### src/rtl/zx_video_pkg.sv
// zx_video_pkg: shared definitions for the ZX video path.
//   ZX_LINE_LEN  - ULA pixels per scanline
//   ZX_HS_LEN    - VGA hsync width in clk14 cycles
//   rgbi_t       - one ULA pixel, {i, r, g, b}
//   rgbi_to_dac  - one colour gun plus bright bit to a 2-bit resistor-DAC level
package zx_video_pkg;

  localparam int unsigned ZX_LINE_LEN = 448;
  localparam int unsigned ZX_HS_LEN   = 54;

  typedef struct packed {
    logic i;
    logic r;
    logic g;
    logic b;
  } rgbi_t;

  // Gun off -> black; gun on -> 2'b10, or full scale 2'b11 when bright.
  function automatic logic [1:0] rgbi_to_dac(input logic gun, input logic bright);
    return gun ? {1'b1, bright} : 2'b00;
  endfunction

endpackage

### src/rtl/zx_linebuf.sv
// zx_linebuf: ping-pong scanline store, 2 banks x 2^AW entries of rgbi_t.
// Simple dual-port: one write port, one synchronous read port. The bank select is
// the address MSB so the whole array maps onto a single block RAM.
//   clk_i    - clock
//   we_i     - write enable
//   waddr_i  - {bank, address} to write
//   wdata_i  - pixel to write
//   raddr_i  - {bank, address} to read
//   rdata_o  - pixel read, valid one cycle after raddr_i
module zx_linebuf
  import zx_video_pkg::*;
#(
  parameter int unsigned AW = 9
) (
  input  logic        clk_i,
  input  logic        we_i,
  input  logic [AW:0] waddr_i,
  input  rgbi_t       wdata_i,
  input  logic [AW:0] raddr_i,
  output rgbi_t       rdata_o
);

  rgbi_t mem_q [2**(AW+1)];
  rgbi_t rdata_q;

  // No reset: contents are don't-care until a full line has been written.
  always_ff @(posedge clk_i) begin
    if (we_i) begin
      mem_q[waddr_i] <= wdata_i;
    end
    rdata_q <= mem_q[raddr_i];
  end

  assign rdata_o = rdata_q;

endmodule

### src/rtl/zx_scandoubler.sv
// zx_scandoubler: converts the 15.6 kHz ULA RGBI stream into 31.2 kHz VGA by writing
// each input line into one bank of a ping-pong buffer at the ce7 pixel rate and
// replaying the other bank twice at the full clk14 rate.
//   clk14              - 14 MHz clock, the only clock
//   rst                - synchronous active-high reset
//   ce7                - pixel enable, one clk14 cycle in two
//   ri, gi, bi, ii     - ULA colour and bright, already blanked
//   hsync_in_n         - ULA hsync, active-low; its falling edge starts a new line
//   vsync_in_n         - ULA vsync, active-low
//   vga_r/vga_g/vga_b  - 2-bit DAC colour, registered
//   vga_hs_n/vga_vs_n  - VGA syncs, active-low, aligned with the colour pipeline
// Build option: define ZX_SCANLINES_EN to dim the second copy of each line.
module zx_scandoubler
  import zx_video_pkg::*;
#(
  parameter int unsigned LINE_LEN = ZX_LINE_LEN,
  parameter int unsigned HS_LEN   = ZX_HS_LEN,
  parameter int unsigned AW       = 9
) (
  input  logic       clk14,
  input  logic       rst,
  input  logic       ce7,
  input  logic       ri,
  input  logic       gi,
  input  logic       bi,
  input  logic       ii,
  input  logic       hsync_in_n,
  input  logic       vsync_in_n,
  output logic [1:0] vga_r,
  output logic [1:0] vga_g,
  output logic [1:0] vga_b,
  output logic       vga_hs_n,
  output logic       vga_vs_n
);

`ifdef ZX_SCANLINES_EN
  localparam bit ScanlinesEn = 1'b1;
`else
  localparam bit ScanlinesEn = 1'b0;
`endif

  localparam logic [AW-1:0] RdLast = AW'(LINE_LEN - 1);
  localparam logic [AW-1:0] HsEnd  = AW'(HS_LEN);
  localparam logic [AW-1:0] WrMax  = '1;

  // Input sampling and line-start detect
  logic hs_prev_q, vs_smp_q;
  logic hs_fall;

  assign hs_fall = ce7 & ~hsync_in_n & hs_prev_q;

  // Write/read pointers
  logic          wbank_q, wbank_d;
  logic          rbank_q, rbank_d;
  logic [AW-1:0] wr_addr_q, wr_addr_d;
  logic [AW-1:0] rd_addr_q, rd_addr_d;
  logic          rd_line_q, rd_line_d;
  logic          valid_q, valid_d;

  always_comb begin
    wbank_d   = wbank_q;
    rbank_d   = rbank_q;
    wr_addr_d = wr_addr_q;
    rd_addr_d = rd_addr_q + AW'(1);
    rd_line_d = rd_line_q;
    valid_d   = valid_q;

    if (rd_addr_q == RdLast) begin
      rd_addr_d = '0;
      rd_line_d = ~rd_line_q;
    end

    // Resync overrides the read wrap; the edge pixel itself lands at address 0.
    if (hs_fall) begin
      wbank_d   = ~wbank_q;
      rbank_d   = wbank_q;
      wr_addr_d = AW'(1);
      rd_addr_d = '0;
      rd_line_d = 1'b0;
      valid_d   = 1'b1;
    end else if (ce7 && (wr_addr_q != WrMax)) begin
      wr_addr_d = wr_addr_q + AW'(1);
    end
  end

  // Line buffer
  logic [AW-1:0] wr_ptr;
  rgbi_t         wr_pix, rd_pix;

  assign wr_ptr = hs_fall ? '0 : wr_addr_q;
  assign wr_pix = '{i: ii, r: ri, g: gi, b: bi};

  zx_linebuf #(
    .AW(AW)
  ) u_linebuf (
    .clk_i  (clk14),
    .we_i   (ce7 & ~rst),
    .waddr_i({wbank_d, wr_ptr}),
    .wdata_i(wr_pix),
    .raddr_i({rbank_q, rd_addr_q}),
    .rdata_o(rd_pix)
  );

  // Stage 1 runs alongside the RAM read; stage 2 is the output register.
  logic line_p_q, valid_p_q;
  logic hs_p_q, vs_hold_q;
  logic hs_raw, vs_raw;

  assign hs_raw = (rd_addr_q >= HsEnd);
  // vsync is only allowed to change at the start of an output line.
  assign vs_raw = (rd_addr_q == '0) ? vs_smp_q : vs_hold_q;

  logic [1:0] r_d, g_d, b_d;

  always_comb begin
    r_d = 2'b00;
    g_d = 2'b00;
    b_d = 2'b00;
    if (valid_p_q) begin
      r_d = rgbi_to_dac(rd_pix.r, rd_pix.i);
      g_d = rgbi_to_dac(rd_pix.g, rd_pix.i);
      b_d = rgbi_to_dac(rd_pix.b, rd_pix.i);
      if (ScanlinesEn && line_p_q) begin
        r_d = r_d >> 1;
        g_d = g_d >> 1;
        b_d = b_d >> 1;
      end
    end
  end

  always_ff @(posedge clk14) begin
    if (rst) begin
      hs_prev_q <= 1'b1;
      vs_smp_q  <= 1'b1;
      wbank_q   <= 1'b0;
      rbank_q   <= 1'b1;
      wr_addr_q <= '0;
      rd_addr_q <= '0;
      rd_line_q <= 1'b0;
      valid_q   <= 1'b0;
      line_p_q  <= 1'b0;
      valid_p_q <= 1'b0;
      hs_p_q    <= 1'b1;
      vs_hold_q <= 1'b1;
      vga_r     <= 2'b00;
      vga_g     <= 2'b00;
      vga_b     <= 2'b00;
      vga_hs_n  <= 1'b1;
      vga_vs_n  <= 1'b1;
    end else begin
      if (ce7) begin
        hs_prev_q <= hsync_in_n;
        vs_smp_q  <= vsync_in_n;
      end
      wbank_q   <= wbank_d;
      rbank_q   <= rbank_d;
      wr_addr_q <= wr_addr_d;
      rd_addr_q <= rd_addr_d;
      rd_line_q <= rd_line_d;
      valid_q   <= valid_d;
      line_p_q  <= rd_line_q;
      valid_p_q <= valid_q;
      hs_p_q    <= hs_raw;
      vs_hold_q <= vs_raw;
      vga_r     <= r_d;
      vga_g     <= g_d;
      vga_b     <= b_d;
      vga_hs_n  <= hs_p_q;
      vga_vs_n  <= vs_hold_q;
    end
  end

endmodule

### config.mk
export PLATFORM = sky130hd
export DESIGN_NAME = zx_scandoubler
export DESIGN_NICKNAME = d
export VERILOG_FILES = /design/src/rtl/zx_video_pkg.sv /design/src/rtl/zx_linebuf.sv /design/src/rtl/zx_scandoubler.sv
export SDC_FILE = /design/constraint.sdc
export NUM_CORES = 2
export LEC_CHECK = 0
export ABC_AREA = 0
export CORE_ASPECT_RATIO = 0.7
export CORE_MARGIN = 2
export CORE_UTILIZATION = 55
export DETAILED_ROUTE_END_ITERATION = 7
export PLACE_DENSITY = 0.67
export SYNTH_ARGS = -nofsm -noshare
export SYNTH_HDL_FRONTEND = slang
export SYNTH_HIERARCHICAL = 1
export SYNTH_SLANG_ARGS = --single-unit
### constraint.sdc
create_clock -name clk14 -period 6.6 [get_ports clk14]
set_input_delay 1.32 -clock clk14 [delete_from_list [all_inputs] [get_ports clk14]]
set_output_delay 1.32 -clock clk14 [all_outputs]
set_load 0.005 [all_outputs]
==> run_results.csv <==
group,metric,value,unit
clock_tree,cts_buffer_depth,4,
global_route,grt_pass1_wl,653,mm
setup_path,crit_buf_inv,2,
yosys,yosys.area.top_type_share,0.752,
yosys,synth_seq_cells,4134,
layout,area_delta_synth_final,10.8,%
clock_tree,htreeDepth,5,
setup_path,critPathRequiredTime,7390,ps
worst_hold_path,min_path_cells,2,
sta,hold_ws,446,ps
yosys,avgSynthCellArea,19.4,sq um
place,dp_hpwl,281,mm
clock_tree,ctsResizeCount,0,
layout,fillers,20600,
sta,setup_viol,0,
power,p_leak,0.0548,uW
drt,drcViolationCount,0,
floorplan,coreArea,296000,sq um
sta,hold_violations,0,
setup_path,cp_num_cells,9,
clock_tree,cts_tree,"built",
clock_tree,cts_buffers,378,
yosys,syn-cell-area,164000,sq um
run,drv_cap,0,
global_route,grt_pass1_vias,85200,
yosys,ys_types,81,
yosys,synth_edf_count,4096,
clock_tree,clkTransAtPathRegs,60,ps
setup_path,worst-path-max-fanout,34,
yosys,async_reset_ff_frac,0,
yosys,yosysSeqAreaShare,0.757,
clock_tree,post-cts-setup-buffer-count,0,
sta,clock_skew,42.5,ps
drt,vias,88300,
yosys,ys_top_cells_by_area,"edfxtp_1, mux4_2, mux2i_1",
sta,tns,0,ps
layout,regArea,124000,sq um
outcome,status,"completed",
sta,relSlewSlack,0.0874,
yosys,syn_nets,8462,
floorplan,die_h,460,microns
power,irDropWorstVdd,0.316,mV
drt,viasPerCell,6.87,
layout,multiInputGateArea,37000,sq um
sta,fin_crit_sh,0.753,
sta,worst_slew_pin_slew,1350,ps
yosys,synth_common_cells,"edfxtp_1, nor2_1, mux4_2, mux2i_1, clkbuf_1",
setup_path,start_kind,"flop",
layout,drive_gt1_frac,0.206,
global_route,overflow,0,
clock_tree,cts_sinks,4134,
setup_path,cpPeakStageDelay,1150,ps
yosys,yosysWarnings,6,
setup_path,path_class,"flop to flop",
clock_tree,root_buffer,"clkbuf_16",
sta,rsz0062_at_grt,"no",
sta,min_period,4970,ps
yosys,yosysMostFrequentCell,"edfxtp_1",
setup_path,r2r_cells,9,
setup_path,critPathTopFamily,"compound AO/OA/AOI/OAI gates",
floorplan,die_x,656,microns
yosys,synth_cells,8448,
yosys,synth_ff_type,"edfxtp_1",
setup_path,slowest_stage,"dfxtp_4",
drt,drtAntennaViolNets,0,
yosys,yosysTopAreaCell,"edfxtp_1",
floorplan,initial_core_util,0.553,
drt,wl,463,mm
floorplan,dieArea,302000,sq um
clock_tree,cts-hold-fix-buffers,0,
worst_hold_path,worst_hold_path_type,"flop to flop",
setup_path,arrival,5760,ps
floorplan,pin_count,17,
power,power_density,297,nW/um^2
setup_path,crit_chain,"buf_12 > buf_4 > mux4_2 > a22oi_1 > a21oi_1 > nor4_1 > a211oi_2 > o41ai_1 > nand4_1",
global_route,grt_usage,0.306,
sta,fmax,201,MHz
sta,slew_viol_final,0,
drt,drt-pass1-iter-count,6,
floorplan,rows,167,
clock_tree,clkLatencyLatePin,940,ps
place,gp_congestion,0.890,
global_route,grt_max_degree,190,
drt,drt_iter0_drc,16200,
global_route,antenna_found_initial,31,
place,portBuffers,16,
drt,wl_per_cell,36.1,microns
layout,nets,8581,
setup_path,end_kind,"flop",
stage by stage:
stage | cell area (sq um) | util | setup slack (ps) | std cells | total power, uW
final | 181000 | 0.613 | 1630 | 12900 | 53900
after global routing | 181000 | 0.613 | 1670 | 12800 | 55200
after detailed placement | 169000 | 0.572 | 924 | 12200 | 32600
after CTS | 181000 | 0.613 | 1750 | 12800 | 54100
after global placement | 169000 | 0.572 | 993 | 12200 | 32500
after floorplan | 164000 | - | 2740 | 8448 | 31300
state kept, by name (all words and copies together) (netlist names), 2 cells and up:
register,flops
u_linebuf/mem_q,4096
vga_r,2
u_linebuf/rdata_o,4
rd_addr_q,9
vga_b,2
wr_addr_q,9
vga_g,2
cell type report:
cell class,instances,share of cell area
tap,3971,0.0274
multi-input combinational,3703,0.204
timing repair buffer,336,0.0182
inverter,14,0.000366
sequential,4134,0.683
clock buffer,463,0.0553
antenna,8,0.000110
clock inverter,221,0.0118
routing by layer:
metal	routed length, microns	global-route usage	share of wire	vias up
li1	-	-	-	34700
met1	181000	0.466	0.39	45900
met2	198000	0.431	0.43	6890
met3	70000	0.0912	0.15	784
met4	14600	0.0889	0.032	28
met5	173	0	0.00037	-
final timing paths:
check,startpoint,slack [ps],to
worst max-delay path,rd_addr_q[0],1630,u_linebuf/rdata_o[2]
worst min-delay path,valid_q,450,valid_p_q
worst max register to register,rd_addr_q[0],1630,u_linebuf/rdata_o[2]
worst min register to register,valid_q,450,valid_p_q
report_power, final:
part	total, uW	switching (uW)	internal [uW]
clock network	21900	9550	12300
registers	28900	53.4	28800
logic	3120	1910	1220
total	53900	11500	42400
kinds of logic (layout without fill, tap and decap cells):
logic type | count (synthesis) | in the layout | share of synthesized area
other cells | 0 | 8 | 0
flops | 4134 | 4134 | 0.757
mux | 1360 | 1360 | 0.150
fa+ha+maj | 5 | 5 | 0.000383
compound gates | 702 | 702 | 0.0303
buf+inv | 611 | 1034 | 0.0198
simple gates | 1630 | 1630 | 0.0420
xor+xnor | 6 | 6 | 0.000321
cells in the final DEF, fill, tap and decap left out, types with 12 or more instances in the layout:
cell type           n
edfxtp_1         4096
nor2_1           1108
mux4_2            875
mux2i_1           462
clkbuf_16         389
buf_4             263
nand2_1           170
o221ai_1          168
a21oi_1           141
nor3_1            102
o22ai_1            89
clkinv_1           88
a22oi_1            80
o21ai_0            73
clkbuf_1           73
clkinv_2           65
buf_12             57
nand3_1            46
bufinv_16          39
dfxtp_1            31
a221oi_1           29
nand3_4            24
nor4_1             23
mux2_2             23
and2_1             18
and3_1             15
nor2b_1            14
clkinvlp_4         14
nand4_1            13
nand2b_1           13
a211oi_1           13
a31oi_1            12
clkdlybuf4s50_1    12
worst register-to-register path: stages, from the launching register on:
cell,delay [ps]
dfxtp_4,1150
buf_12,310
buf_4,410
mux4_2,560
a22oi_1,260
a21oi_1,250
nor4_1,990
a211oi_2,360
o41ai_1,430
nand4_1,140
Note: power is estimated with default switching activity, not from simulation.
